`config.mk`:
```
export PLATFORM = sky130hd
export DESIGN_NAME = conv_mac_accum
export DESIGN_NICKNAME = d
export VERILOG_FILES = /design/src/rtl/cnn_pkg.sv /design/src/rtl/relu_sat_quant.sv /design/src/rtl/conv_mac_accum.sv
export SDC_FILE = /design/constraint.sdc
export NUM_CORES = 1
export LEC_CHECK = 0
export CORE_MARGIN = 3
export CORE_UTILIZATION = 23
export CTS_CLUSTER_SIZE = 16
export DETAILED_ROUTE_END_ITERATION = 6
export GPL_ROUTABILITY_DRIVEN = 0
export GPL_TIMING_DRIVEN = 0
export RECOVER_POWER = 50
export SETUP_SLACK_MARGIN = 0.02
export SLEW_MARGIN = 10
export SYNTH_ARGS = -nofsm -noshare
export SYNTH_HDL_FRONTEND = slang
export SYNTH_SLANG_ARGS = --single-unit
```
`constraint.sdc`:
```
create_clock -name clk -period 2.8 [get_ports clk]
set_clock_uncertainty 0.1 [all_clocks]
set_input_delay 0.56 -clock clk [delete_from_list [all_inputs] [get_ports clk]]
set_output_delay 0.56 -clock clk [all_outputs]
set_load 0.05 [all_outputs]
```
`src/rtl/cnn_pkg.sv`:
```
`default_nettype none
// ============================================================================
// Module      : cnn_pkg
// Description : Shared types and default widths for the CNN MAC datapath.
// Revision    : 1.0 - initial release
// ============================================================================
package cnn_pkg;

  // Default widths of the Booth-product accumulation path
  localparam int DEF_KERNEL_SIZE = 9;
  localparam int DEF_PROD_W      = 16;
  localparam int DEF_ACC_W       = 20;

  // Window accumulation controller states
  typedef enum logic [1:0] {
    IDLE  = 2'd0,
    ACCUM = 2'd1,
    DONE  = 2'd2,
    OUT   = 2'd3
  } state_t;

endpackage
`default_nettype wire

```
`src/rtl/relu_sat_quant.sv`:
```
`default_nettype none
// ============================================================================
// Module      : relu_sat_quant
// Description : Round-half-up arithmetic shift, ReLU and saturation of a
//               signed accumulator down to an unsigned 7-bit pixel value.
// Revision    : 1.0 - initial release
// ============================================================================
module relu_sat_quant #(
  parameter int ACC_W = 20,
  parameter int SHIFT = 4
) (
  input  logic signed [ACC_W-1:0] acc,
  output logic        [7:0]       q
);

  // One guard bit so the rounding add can never wrap
  localparam logic signed [ACC_W:0] SAT_MAX = (ACC_W+1)'(127);

  logic signed [ACC_W:0] acc_ext;
  logic signed [ACC_W:0] rounded;
  logic signed [ACC_W:0] shifted;

  assign acc_ext = {acc[ACC_W-1], acc};

  generate
    if (SHIFT > 0) begin : g_round
      localparam logic signed [ACC_W:0] HALF = (ACC_W+1)'(1) << (SHIFT - 1);
      assign rounded = acc_ext + HALF;
    end else begin : g_no_round
      assign rounded = acc_ext;
    end
  endgenerate

  assign shifted = rounded >>> SHIFT;

  // Clamp negatives to zero and large positives to 127
  always_comb begin
    q = 8'd0;
    if (shifted[ACC_W]) begin
      q = 8'd0;
    end else if (shifted > SAT_MAX) begin
      q = 8'd127;
    end else begin
      q = {1'b0, shifted[6:0]};
    end
  end

endmodule
`default_nettype wire

```
`src/rtl/conv_mac_accum.sv`:
```
`default_nettype none
// ============================================================================
// Module      : conv_mac_accum
// Description : Accumulates KERNEL_SIZE signed products plus a bias into one
//               output pixel, quantises it and hands it off over valid/ready.
// Revision    : 1.0 - initial release
// ============================================================================
module conv_mac_accum
  import cnn_pkg::*;
#(
  parameter int KERNEL_SIZE = DEF_KERNEL_SIZE,
  parameter int PROD_W      = DEF_PROD_W,
  parameter int ACC_W       = DEF_ACC_W,
  parameter int SHIFT       = 4
) (
  input  logic                     clk,
  input  logic                     rst_n,
  input  logic                     clear,
  input  logic signed [PROD_W-1:0] bias,
  input  logic                     in_valid,
  output logic                     in_ready,
  input  logic signed [PROD_W-1:0] product,
  output logic                     out_valid,
  input  logic                     out_ready,
  output logic        [7:0]        out_data,
  output logic signed [ACC_W-1:0]  out_acc,
  output logic        [7:0]        beat_cnt
);

  // The bias is one extra summand, so the window holds KERNEL_SIZE+1 terms.
  generate
    if (ACC_W < PROD_W + $clog2(KERNEL_SIZE + 1)) begin : g_bad_acc_w
      $error("conv_mac_accum: ACC_W too narrow for KERNEL_SIZE products plus bias");
    end
    if (KERNEL_SIZE < 1 || KERNEL_SIZE > 255) begin : g_bad_kernel
      $error("conv_mac_accum: KERNEL_SIZE must be 1..255");
    end
    if (SHIFT < 0 || SHIFT > ACC_W - 2) begin : g_bad_shift
      $error("conv_mac_accum: SHIFT must be 0..ACC_W-2");
    end
  endgenerate

  localparam logic [7:0] LAST_BEAT = 8'(KERNEL_SIZE - 1);

  state_t                 state;
  state_t                 state_next;
  logic signed [ACC_W-1:0] acc;
  logic signed [ACC_W-1:0] bias_ext;
  logic signed [ACC_W-1:0] prod_ext;
  logic        [7:0]       quant;
  logic                    accept;
  logic                    abort;

  assign bias_ext = {{(ACC_W-PROD_W){bias[PROD_W-1]}}, bias};
  assign prod_ext = {{(ACC_W-PROD_W){product[PROD_W-1]}}, product};
  assign in_ready = (state == IDLE) || (state == ACCUM);
  assign accept   = in_valid && in_ready;
  // A pending result in OUT must finish its handshake before clear can act
  assign abort    = clear && (state != OUT);

  relu_sat_quant #(
    .ACC_W (ACC_W),
    .SHIFT (SHIFT)
  ) u_quant (
    .acc (acc),
    .q   (quant)
  );

  // State register
  always_ff @(posedge clk or negedge rst_n) begin
    if (!rst_n) begin
      state <= IDLE;
    end else begin
      state <= state_next;
    end
  end

  // Next-state decode
  always_comb begin
    state_next = state;
    case (state)
      IDLE: begin
        if (abort) begin
          state_next = IDLE;
        end else if (accept) begin
          state_next = (KERNEL_SIZE == 1) ? DONE : ACCUM;
        end
      end
      ACCUM: begin
        if (abort) begin
          state_next = IDLE;
        end else if (accept && (beat_cnt == LAST_BEAT)) begin
          state_next = DONE;
        end
      end
      DONE: begin
        state_next = abort ? IDLE : OUT;
      end
      OUT: begin
        if (out_ready) begin
          state_next = IDLE;
        end
      end
      default: state_next = IDLE;
    endcase
  end

  // Accumulator, beat counter and registered result
  always_ff @(posedge clk or negedge rst_n) begin
    if (!rst_n) begin
      acc       <= '0;
      beat_cnt  <= '0;
      out_valid <= 1'b0;
      out_data  <= '0;
      out_acc   <= '0;
    end else if (abort) begin
      acc       <= '0;
      beat_cnt  <= '0;
      out_valid <= 1'b0;
    end else begin
      case (state)
        IDLE: begin
          if (accept) begin
            acc      <= bias_ext + prod_ext;
            beat_cnt <= 8'd1;
          end
        end
        ACCUM: begin
          if (accept) begin
            acc      <= acc + prod_ext;
            beat_cnt <= beat_cnt + 8'd1;
          end
        end
        DONE: begin
          out_acc   <= acc;
          out_data  <= quant;
          out_valid <= 1'b1;
        end
        OUT: begin
          if (out_ready) begin
            out_valid <= 1'b0;
            acc       <= '0;
            beat_cnt  <= '0;
          end
        end
        default: ;
      endcase
    end
  end

endmodule
`default_nettype wire

```
Word level (Yosys, flattened, before mapping)
Index checks and enable logic that the tools add are counted.

storage, ports and cells
  bits in registers = 59
  word-level logic and storage cells = 55
  bits of input ports = 37

operators by class
  add/sub/neg operators = 4
  equality and inequality tests = 10
  order comparisons = 1
  bitwise operators = 1
  reduce and logical (&&, ||, !) cells = 11
  mux-type cells = 22

operators with widths
  operator                                                                          count
  20-bit two-way mux                                                                4
  20-bit one-hot mux with 3 select lines                                            1
  8-bit two-way mux                                                                 4
  8-bit one-hot mux with 3 select lines                                             1
  20-bit by 5-bit adder with 21-bit output, second input constant                   1
  20-bit by 16-bit adder with 20-bit output                                         1
  16-bit by 16-bit adder with 17-bit output                                         1
  17-bit by 8-bit greater-than comparator with 1-bit output, second input constant  1
  7-bit two-way mux                                                                 2
  2-bit two-way mux                                                                 6
  3-bit != test, second input constant                                              3
  8-bit by 1-bit adder with 8-bit output, second input constant                     1
  8-bit by 4-bit == test with 1-bit output, second input constant                   1
  2-bit one-hot mux with 4 select lines                                             1
  2-bit == test, second input constant                                              2
  2-bit != test, second input constant                                              2
  2-bit AND reduction                                                               2
  4-bit AND reduction                                                               1
  4-bit nonzero test                                                                1
  1-bit logical AND                                                                 3
  3-bit by 2-bit != test with 1-bit output, second input constant                   1
  3-bit AND reduction                                                               1
  3-bit nonzero test                                                                1
  2-bit by 1-bit == test with 1-bit output, second input constant                   1
  other kinds (5)                                                                   6

Longest topological paths before layout
Gate-level depths: netlist (run 1).

  depth in word-level cells = 7
  depth in mapped cells = 11
  depth with buffers taken out = 11

Hierarchy
A second synthesis (run 1) with hierarchy kept.

unflattened totals
  cell total of the unflattened synthesis = 504
  area total of the unflattened synthesis = 4634.4 µm²

by module, submodules not included
  module          seq. area each (µm²)  area an instance (µm²)  cells an instance  times used
  conv_mac_accum  1476.4                4221.5                  446                1
  relu_sat_quant  0.0                   412.9                   58                 1

Worst setup path before layout (run 1)
No wires, ideal clock.

  kind = input to register
  start = input product[0]
  end = register acc[18]
  library setup time = 66 ps
  path slack = -75 ps
  arrival = 2709 ps
  path buffers = 0
  required time = 2634 ps
  stages = 11
  cells stage by stage = ha_1 > inv_1 > fa_1 > and2b_1 > o2111ai_1 > a31o_2 > o41ai_4 > nor3_1 > a2111oi_2 > a21o_1 > a22o_1

on the way
  cells in the longest elaborated chain, start to end = 4

ends and longest elaborated chain
  what                                                                                                    line                                          text
  start, declared                                                                                         conv_mac_accum.sv:22                          input logic signed [PROD_W-1:0] product,
  20-bit by 16-bit adder with 20-bit output or 16-bit by 16-bit adder with 17-bit output (tied branches)  conv_mac_accum.sv:130, conv_mac_accum.sv:124
  20-bit two-way mux, on equally long branches                                                            conv_mac_accum.sv:129, conv_mac_accum.sv:123
  20-bit one-hot mux with 3 select lines *                                                                conv_mac_accum.sv:121                         case (state)
  20-bit two-way mux *                                                                                    conv_mac_accum.sv:116                         end else if (abort) begin
  end signal, assigned                                                                                    conv_mac_accum.sv:124                         acc <= bias_ext + prod_ext;
  end signal, assigned                                                                                    conv_mac_accum.sv:130                         acc <= acc + prod_ext;
  end, declared                                                                                           conv_mac_accum.sv:47                          logic signed [ACC_W-1:0] acc;

Every way passes the cells marked *; elsewhere a longest branch is shown, timed or not. The select of a mux whose other input is x is not followed.
A chain may end at the register's enable or synchronous reset.

Worst setup path after layout (run 1)
  start = register acc[0]
  end = register acc[18]

on the way
  cells in the longest elaborated chain, start to end = 4

ends and longest elaborated chain
  what                                       line                   text
  20-bit by 16-bit adder with 20-bit output  conv_mac_accum.sv:130
  20-bit two-way mux                         conv_mac_accum.sv:129  if (accept) begin
  20-bit one-hot mux with 3 select lines     conv_mac_accum.sv:121
  20-bit two-way mux                         conv_mac_accum.sv:116

Every way passes these cells. The select of a mux whose other input is x is not followed.

==> run metrics, run 1 <==
1st-pass router iterations 5; first-pass GRT wire length 21.00 mm; CP Cell Sequence ha_4 -> inv_2 -> fa_2 -> and2b_2 -> o2111ai_4 -> a31o_4 -> o41ai_4 -> buf_4 -> nand4_1 -> a21o_1 -> a22o_1; pre-CTS setup slack -0.7771 ns; Worst-path clk slew approximately 0.05 ns; outcome finished with violations; Hold Vio Cnt, Final 0; TritonCTS Buffers 9; Post-synth EDFFs 0; Worst path slowest cell dfrtp_1; Residual DRC 0; Peak VDD IR 0.3177 mV; CTS tree done; CP max stage delay 0.39 ns; cell taking the most area after synthesis dfrtp_1; Synth Instances 470; H-tree Lvls 3; synthesized flop and latch total 58; Cell Pwr Density 480.6 mW/mm2; max-cap viol count 1; post-synth top area share 33.51%; final setup fails 0; CP startpoint kind flip-flop; Mapped Avg Cell Area 9.216 um2; Std-Cell Rows 49; Max Slew Vio Count 59; RSZ-0062 raised after global routing true; CP max FO 3; main flop type after synthesis dfrtp_1; Reg-to-Reg Start acc[0]; Synth top cells by count 58 x dfrtp_1, 38 x ha_1, 35 x a21oi_1, 35 x nand2_1, 35 x o21ai_0; worst setup margin 0.06318 ns; via total after detailed routing 3,959; failing checks capacitance limit, slew limit; initial antenna violation count 0; CTS root buf clkbuf_16; largest net degree at the start of global routing 59; clk_lat worst skew approximately 0.33 ns; Lkg Pwr between 2 and 3 nW; Power, Total 2.899 mW; share of cells above drive strength 1 between 10% and 20%; vias in the first global route 3,934; setup slack, reg-to-reg 0.06 ns; CP Class reg2reg; Cell Count, Final, Fillers Out 804; Critical Path RT 2.92 ns; Initial Util 23.79%; final core occ roughly a third; DP HPWL 9.793 mm; highest clock rate 365.4 MHz; CP endpoint kind flip-flop; die span in y 143.2 um; I/O pins between 70 and 80; Hold Path Stages 1; worst-case reg-to-reg path depth 11; post-synth net total 547; CP arrival 2.85 ns; Worst-Margin Slew between 1.5 and 2 ns; hold endpoint out_acc[11]; post-route ant nets 0; Post-Place Cells 772; synth unique cells 58; most frequent cell after synthesis dfrtp_1; IO Port Bufs between 70 and 80; largest cells by area after synthesis dfrtp_1 34%, ha_1 11%, mux2_2 5.2%; post-synthesis async set-or-reset flop share 100.0%; Hold Startpoint out_acc[11]; CTS max path bufs 2; total global-route track usage between 10% and 20%; CTS Hold Bufs 0; area delta synth->final 39.28%; synth warn 0; Antenna diodes 0; crit share post-route 97.74%; layout net count 647; Routed wire per std cell 16.36 um; Die ar. 0.02052 mm2; WL final between 10 and 15 mm; DR vias/cell 4.924; synthesized cell area between 0.004 and 0.005 mm2; register area share after synthesis 33.51%; Die W 143.2 um; RR Endpoint acc[18]; grt total ovfl 0; Max-slew headroom -1.740%; Detailed Route Iter0 Violations 208; worst min-delay path category reg2reg; Clock Sinks 58; fill count 1,887; core footprint 0.01821 mm2; minimum clock period approximately 2.7 ns
==> flip-flops by register name, summed over array words and instances, names as in the netlist <==
name / cells
beat_cnt: 8
out_acc: 20
state: 2
acc: 20
out_data: 7
out_valid: 1
==> how the worst max path moves through the flow <==
| stage | end | slack (ns) | cells after the start | startpoint |
|---|---|---|---|---|
| detailed placement | acc[16] | -0.78 | 12 | product[0] |
| CTS | acc[18] | -0.05 | 12 | acc[0] |
| global placement | out_data[3] | -0.95 | 1 | rst_n |
| finish | acc[18] | 0.06 | 11 | acc[0] |
| global route | acc[18] | -0.1 | 12 | acc[0] |
| floorplan | acc[16] | 0.02 | 11 | product[0] |
==> cells by family (layout without fill, tap and decap cells) <==
family | Yosys count | count (layout) | synth area share (%)
adder cells (fa/ha/maj) | 40 | 40 | 11.90
other | 1 | 1 | 0.08657
XOR/XNOR | 34 | 34 | 6.875
AND/OR/NAND/NOR | 133 | 133 | 15.08
flip-flops | 58 | 58 | 33.51
buffers and inverters | 28 | 133 | 2.571
multiplexers | 21 | 21 | 5.459
AO/OA/AOI/OAI | 155 | 155 | 24.52
==> per-layer routing <==
layer / routed length, um / GRT usage, % / part of all wire [%] / up-vias
met2: 6207 / 21.22 / 47 / 97
met3: 813 / 3.215 / 6.2 / 4
met5: 0 / 0 / 0 / -
li1: - / - / - / 1967
met1: 6068 / 17.95 / 46 / 1891
met4: 63 / 2.725 / 0.48 / 0
==> cells in the final DEF, fill, tap and decap left out, types with 10 or more instances in the layout <==
cell type,count
dfrtp_1,57
clkdlybuf4s50_1,45
nand2_1,35
a21oi_1,31
o21ai_0,30
nor2_1,26
ha_1,23
mux2_2,20
xor2_1,18
nand3_1,18
a21o_1,17
buf_4,17
xnor2_1,16
dlygate4sd3_1,16
inv_1,13
clkbuf_1,12
ha_4,11
and3_1,10
==> power breakdown <==
part	switching [mW]	internal, mW	total, mW
Sequential	0.0897	0.886	0.976
Combinational	0.498	0.432	0.930
Clock	0.375	0.618	0.993
Total	0.963	1.94	2.90
==> area by class of cell <==
type	instances	area (um2)	area share [%]
Tap cell	229	286.5	4.749
Clock buffer	13	250.2	4.148
Timing Repair Buffer	89	839.6	13.92
Buffer	12	51.30	0.8503
Inverter	16	60.06	0.9954
Multi-Input combinational cell	384	3078	51.02
Sequential cell	58	1453	24.08
Clock inverter	3	15.01	0.2489
==> worst max-delay path: cells and delay by family (launching register included) <==
family,cells,cell delay [ns]
AO/OA/AOI/OAI,5,1.07
flip-flops,1,0.39
AND/OR/NAND/NOR,2,0.36
buffers and inverters,2,0.22
adder cells (fa/ha/maj),2,0.48
==> per-stage QoR <==
stage	hold WS [ns]	area [um2]	TNS (ns)
final	0.3992	6033	0
after global routing	0.4164	6033	-0.5314
after CTS	0.2394	5838	-0.07470
after detailed placement	0.3953	5360	-11.67
after global placement	0.3915	5363	-67.36
after floorplan	0.1644	4345	0
==> timing repair <==
action / in CTS / in global routing
buffers inserted: 8 / 8
resized for setup: 34 / 37
endpoints found under the setup margin: 12 / 33
gates cloned: 0 / 0
pin swaps: 12 / 17
(Power assumes the default switching activity.)
==> inputs of run 2 (changes only) <==
--- a/config.mk
+++ b/config.mk
@@ -5,7 +5,7 @@
 export SDC_FILE = /design/constraint.sdc
 export NUM_CORES = 1
 export LEC_CHECK = 0
-export CORE_MARGIN = 3
+export CORE_MARGIN = 1
 export CORE_UTILIZATION = 23
 export CTS_CLUSTER_SIZE = 16
 export DETAILED_ROUTE_END_ITERATION = 6
==> run 2 against run 1 <==
The flow finishes with violations (DRC, capacitance limit, slew limit). Design area down 0.95%. Sequential cell count did not move. Clock power up 15%. Sequential share of layout area increased by 0.21 points. Non-clock buffer count fell by 2. Critical path type unchanged. Critical endpoint unchanged. Highest routed layer unchanged.
==> run metrics, run 2 (synthesis gave the netlist of run 1 again) <==
Detailed Route Iter0 Violations 171 (was 208); Worst-Margin Slew 1.532 ns (was 1.526 ns); CP endpoint kind flip-flop (unchanged); Worst setup endpoint acc[18] (unchanged); CTS root buf clkbuf_16 (unchanged); vias in the first global route 3,851 (was 3,934); die span in y 139.2 um (was 143.2 um); Die ar. 0.01939 mm2 (was 0.02052 mm2); DP HPWL 9.618 mm (was 9.793 mm); CP arrival 2.93 ns (was 2.85 ns); Worst path slowest cell dfrtp_1 (unchanged); clk_lat worst skew 0.33 ns (about the same); Critical Path RT 2.97 ns (was 2.92 ns); Reg-to-Reg Start acc[0] (unchanged); total global-route track usage 13.83% (was 13.13%); Antenna diodes 0 (unchanged); initial antenna violation count 0 (unchanged); CTS max path bufs 2 (unchanged); area delta synth->final 37.95% (was 39.28%); Std-Cell Rows 49 (unchanged); DR vias/cell 4.939 (was 4.924); share of cells above drive strength 1 18.01% (was 19.48%); highest clock rate 361.9 MHz (was 365.4 MHz); first-pass GRT wire length 20.98 mm (was 21.00 mm); failing checks DRC, capacitance limit, slew limit (was capacitance limit, slew limit); CP Launch Point acc[0] (unchanged); Worst-path clk slew 0.05 ns (about the same); fill count 1,855 (was 1,887); grt total ovfl 0 (unchanged); most common cell after layout, fill and taps aside dfrtp_1 (unchanged); max-cap viol count 1 (unchanged); Hold Startpoint out_acc[13] (was out_acc[11]); Cell Pwr Density 505.4 mW/mm2 (was 480.6 mW/mm2); Initial Util 23.79% (unchanged); IO Port Bufs 73 (unchanged); CP max stage delay 0.40 ns (was 0.39 ns); setup slack, reg-to-reg 0.04 ns (was 0.06 ns); worst-case reg-to-reg path depth 12 (was 11); RR Endpoint acc[18] (unchanged); Routed wire per std cell 16.20 um (was 16.36 um); most frequent cells in the layout 58 x dfrtp_1, 48 x clkdlybuf4s50_1, 35 x nand2_1 (was 57 x dfrtp_1, 45 x clkdlybuf4s50_1, 35 x nand2_1); Max Slew Vio Count 59 (unchanged); CTS tree done (unchanged); Cell Count, Final, Fillers Out 801 (was 804); final setup fails 0 (unchanged); outcome finished with violations (unchanged); Die W 139.2 um (was 143.2 um); Clock Sinks 58 (unchanged); Max-slew headroom -2.127% (was -1.740%); largest net degree at the start of global routing 59 (unchanged); H-tree Lvls 3 (unchanged); RSZ-0062 raised after global routing true (unchanged); Peak VDD IR 0.2958 mV (was 0.3177 mV); CP Class reg2reg (unchanged); CP startpoint kind flip-flop (unchanged); core footprint 0.01821 mm2 (unchanged); 1st-pass router iterations 6 (was 5); Placed Area 0.005360 mm2 (unchanged); CP Cell Sequence ha_4 -> inv_2 -> fa_2 -> and2b_2 -> o2111ai_2 -> a31o_4 -> o41ai_4 -> buf_4 -> nor3_2 -> a2111oi_2 -> a21o_1 -> a22o_1 (was ha_4 -> inv_2 -> fa_2 -> and2b_2 -> o2111ai_4 -> a31o_4 -> o41ai_4 -> buf_4 -> nand4_1 -> a21o_1 -> a22o_1); worst min-delay path category reg2reg (unchanged); Post-Place Cells 772 (unchanged); crit share post-route 98.68% (was 97.74%); Residual DRC 4 (was 0); minimum clock period 2.763 ns (was 2.737 ns); CP max FO 4 (was 3); layout net count 645 (was 647); I/O pins 75 (unchanged); TritonCTS Buffers 9 (unchanged); Hold Vio Cnt, Final 0 (unchanged); biggest regs acc: 20 flops, out_acc: 20 flops, beat_cnt: 8 flops (unchanged); via total after detailed routing 3,956 (was 3,959); WL final 12.98 mm (was 13.15 mm); Lkg Pwr 2.632 nW (was 2.646 nW); final instance area 0.005976 mm2 (was 0.006033 mm2); post-route ant nets 0 (unchanged); CTS Hold Bufs 0 (unchanged)
run 2: where the power goes:
part           switching [mW]  internal, mW  total (mW)
clock network           0.381         0.754        1.14
registers              0.0902         0.886       0.976
logic                   0.488         0.420       0.908
total                   0.960          2.06        3.02
run 2: layout make-up:
cell class                 count  area [um2]  share of cell area [%]
multi-input combinational    384        2995                   50.13
sequential                    58        1451                   24.29
timing repair buffer          87       825.8                   13.82
tap                          229       286.5                   4.795
clock buffer                  13       270.3                   4.523
inverter                      16       60.06                   1.005
buffer                        12       51.30                  0.8585
clock inverter                 2       35.03                  0.5863
run 2: how the worst min path moves through the flow:
stage               slack, ns          end  cells past startpoint
floorplan                0.16       acc[0]                      0
global placement         0.39   out_acc[9]                      1
detailed placement       0.40   out_acc[3]                      1
CTS                      0.23  beat_cnt[3]                      1
global route             0.43  out_acc[16]                      1
finish                   0.40  out_acc[13]                      1
run 2: per-stage QoR:
| step | util [%] | TNS, ns | power [mW] | hold WS (ns) | setup WS (ns) |
|---|---|---|---|---|---|
| detailed placement | 29.44 | -11.58 | 1.786 | 0.3984 | -0.7718 |
| global route | 32.82 | -0.3027 | 3.177 | 0.4272 | -0.08009 |
| floorplan | - | 0 | 1.541 | 0.1644 | 0.02481 |
| global placement | 29.45 | -66.55 | 1.783 | 0.3932 | -0.9301 |
| finish | 32.82 | 0 | 3.020 | 0.4032 | 0.03683 |
| CTS | 32.34 | -0.1120 | 3.007 | 0.2315 | -0.07012 |
run 2: routing by layer:
metal  part of all wire (%)  GRT usage, %  vias up
met5                      0             0        -
met4                   0.79         3.743        0
met3                    3.9         2.753       10
met2                     46         21.87       89
met1                     49         19.09     1892
li1                       -             -     1965
run 2: worst max-delay path: cells and delay by family, from the launching register on:
family,cells,cell delay (ns)
compound gates,6,1.20
flops,1,0.40
buf+inv,2,0.23
simple gates,2,0.29
fa+ha+maj,2,0.50
run 2: repair_timing:
item                       CTS  global route
gates resized for setup     37            18
pin swaps                   21             9
setup buffers               10             4
setup endpoints to repair   12            30
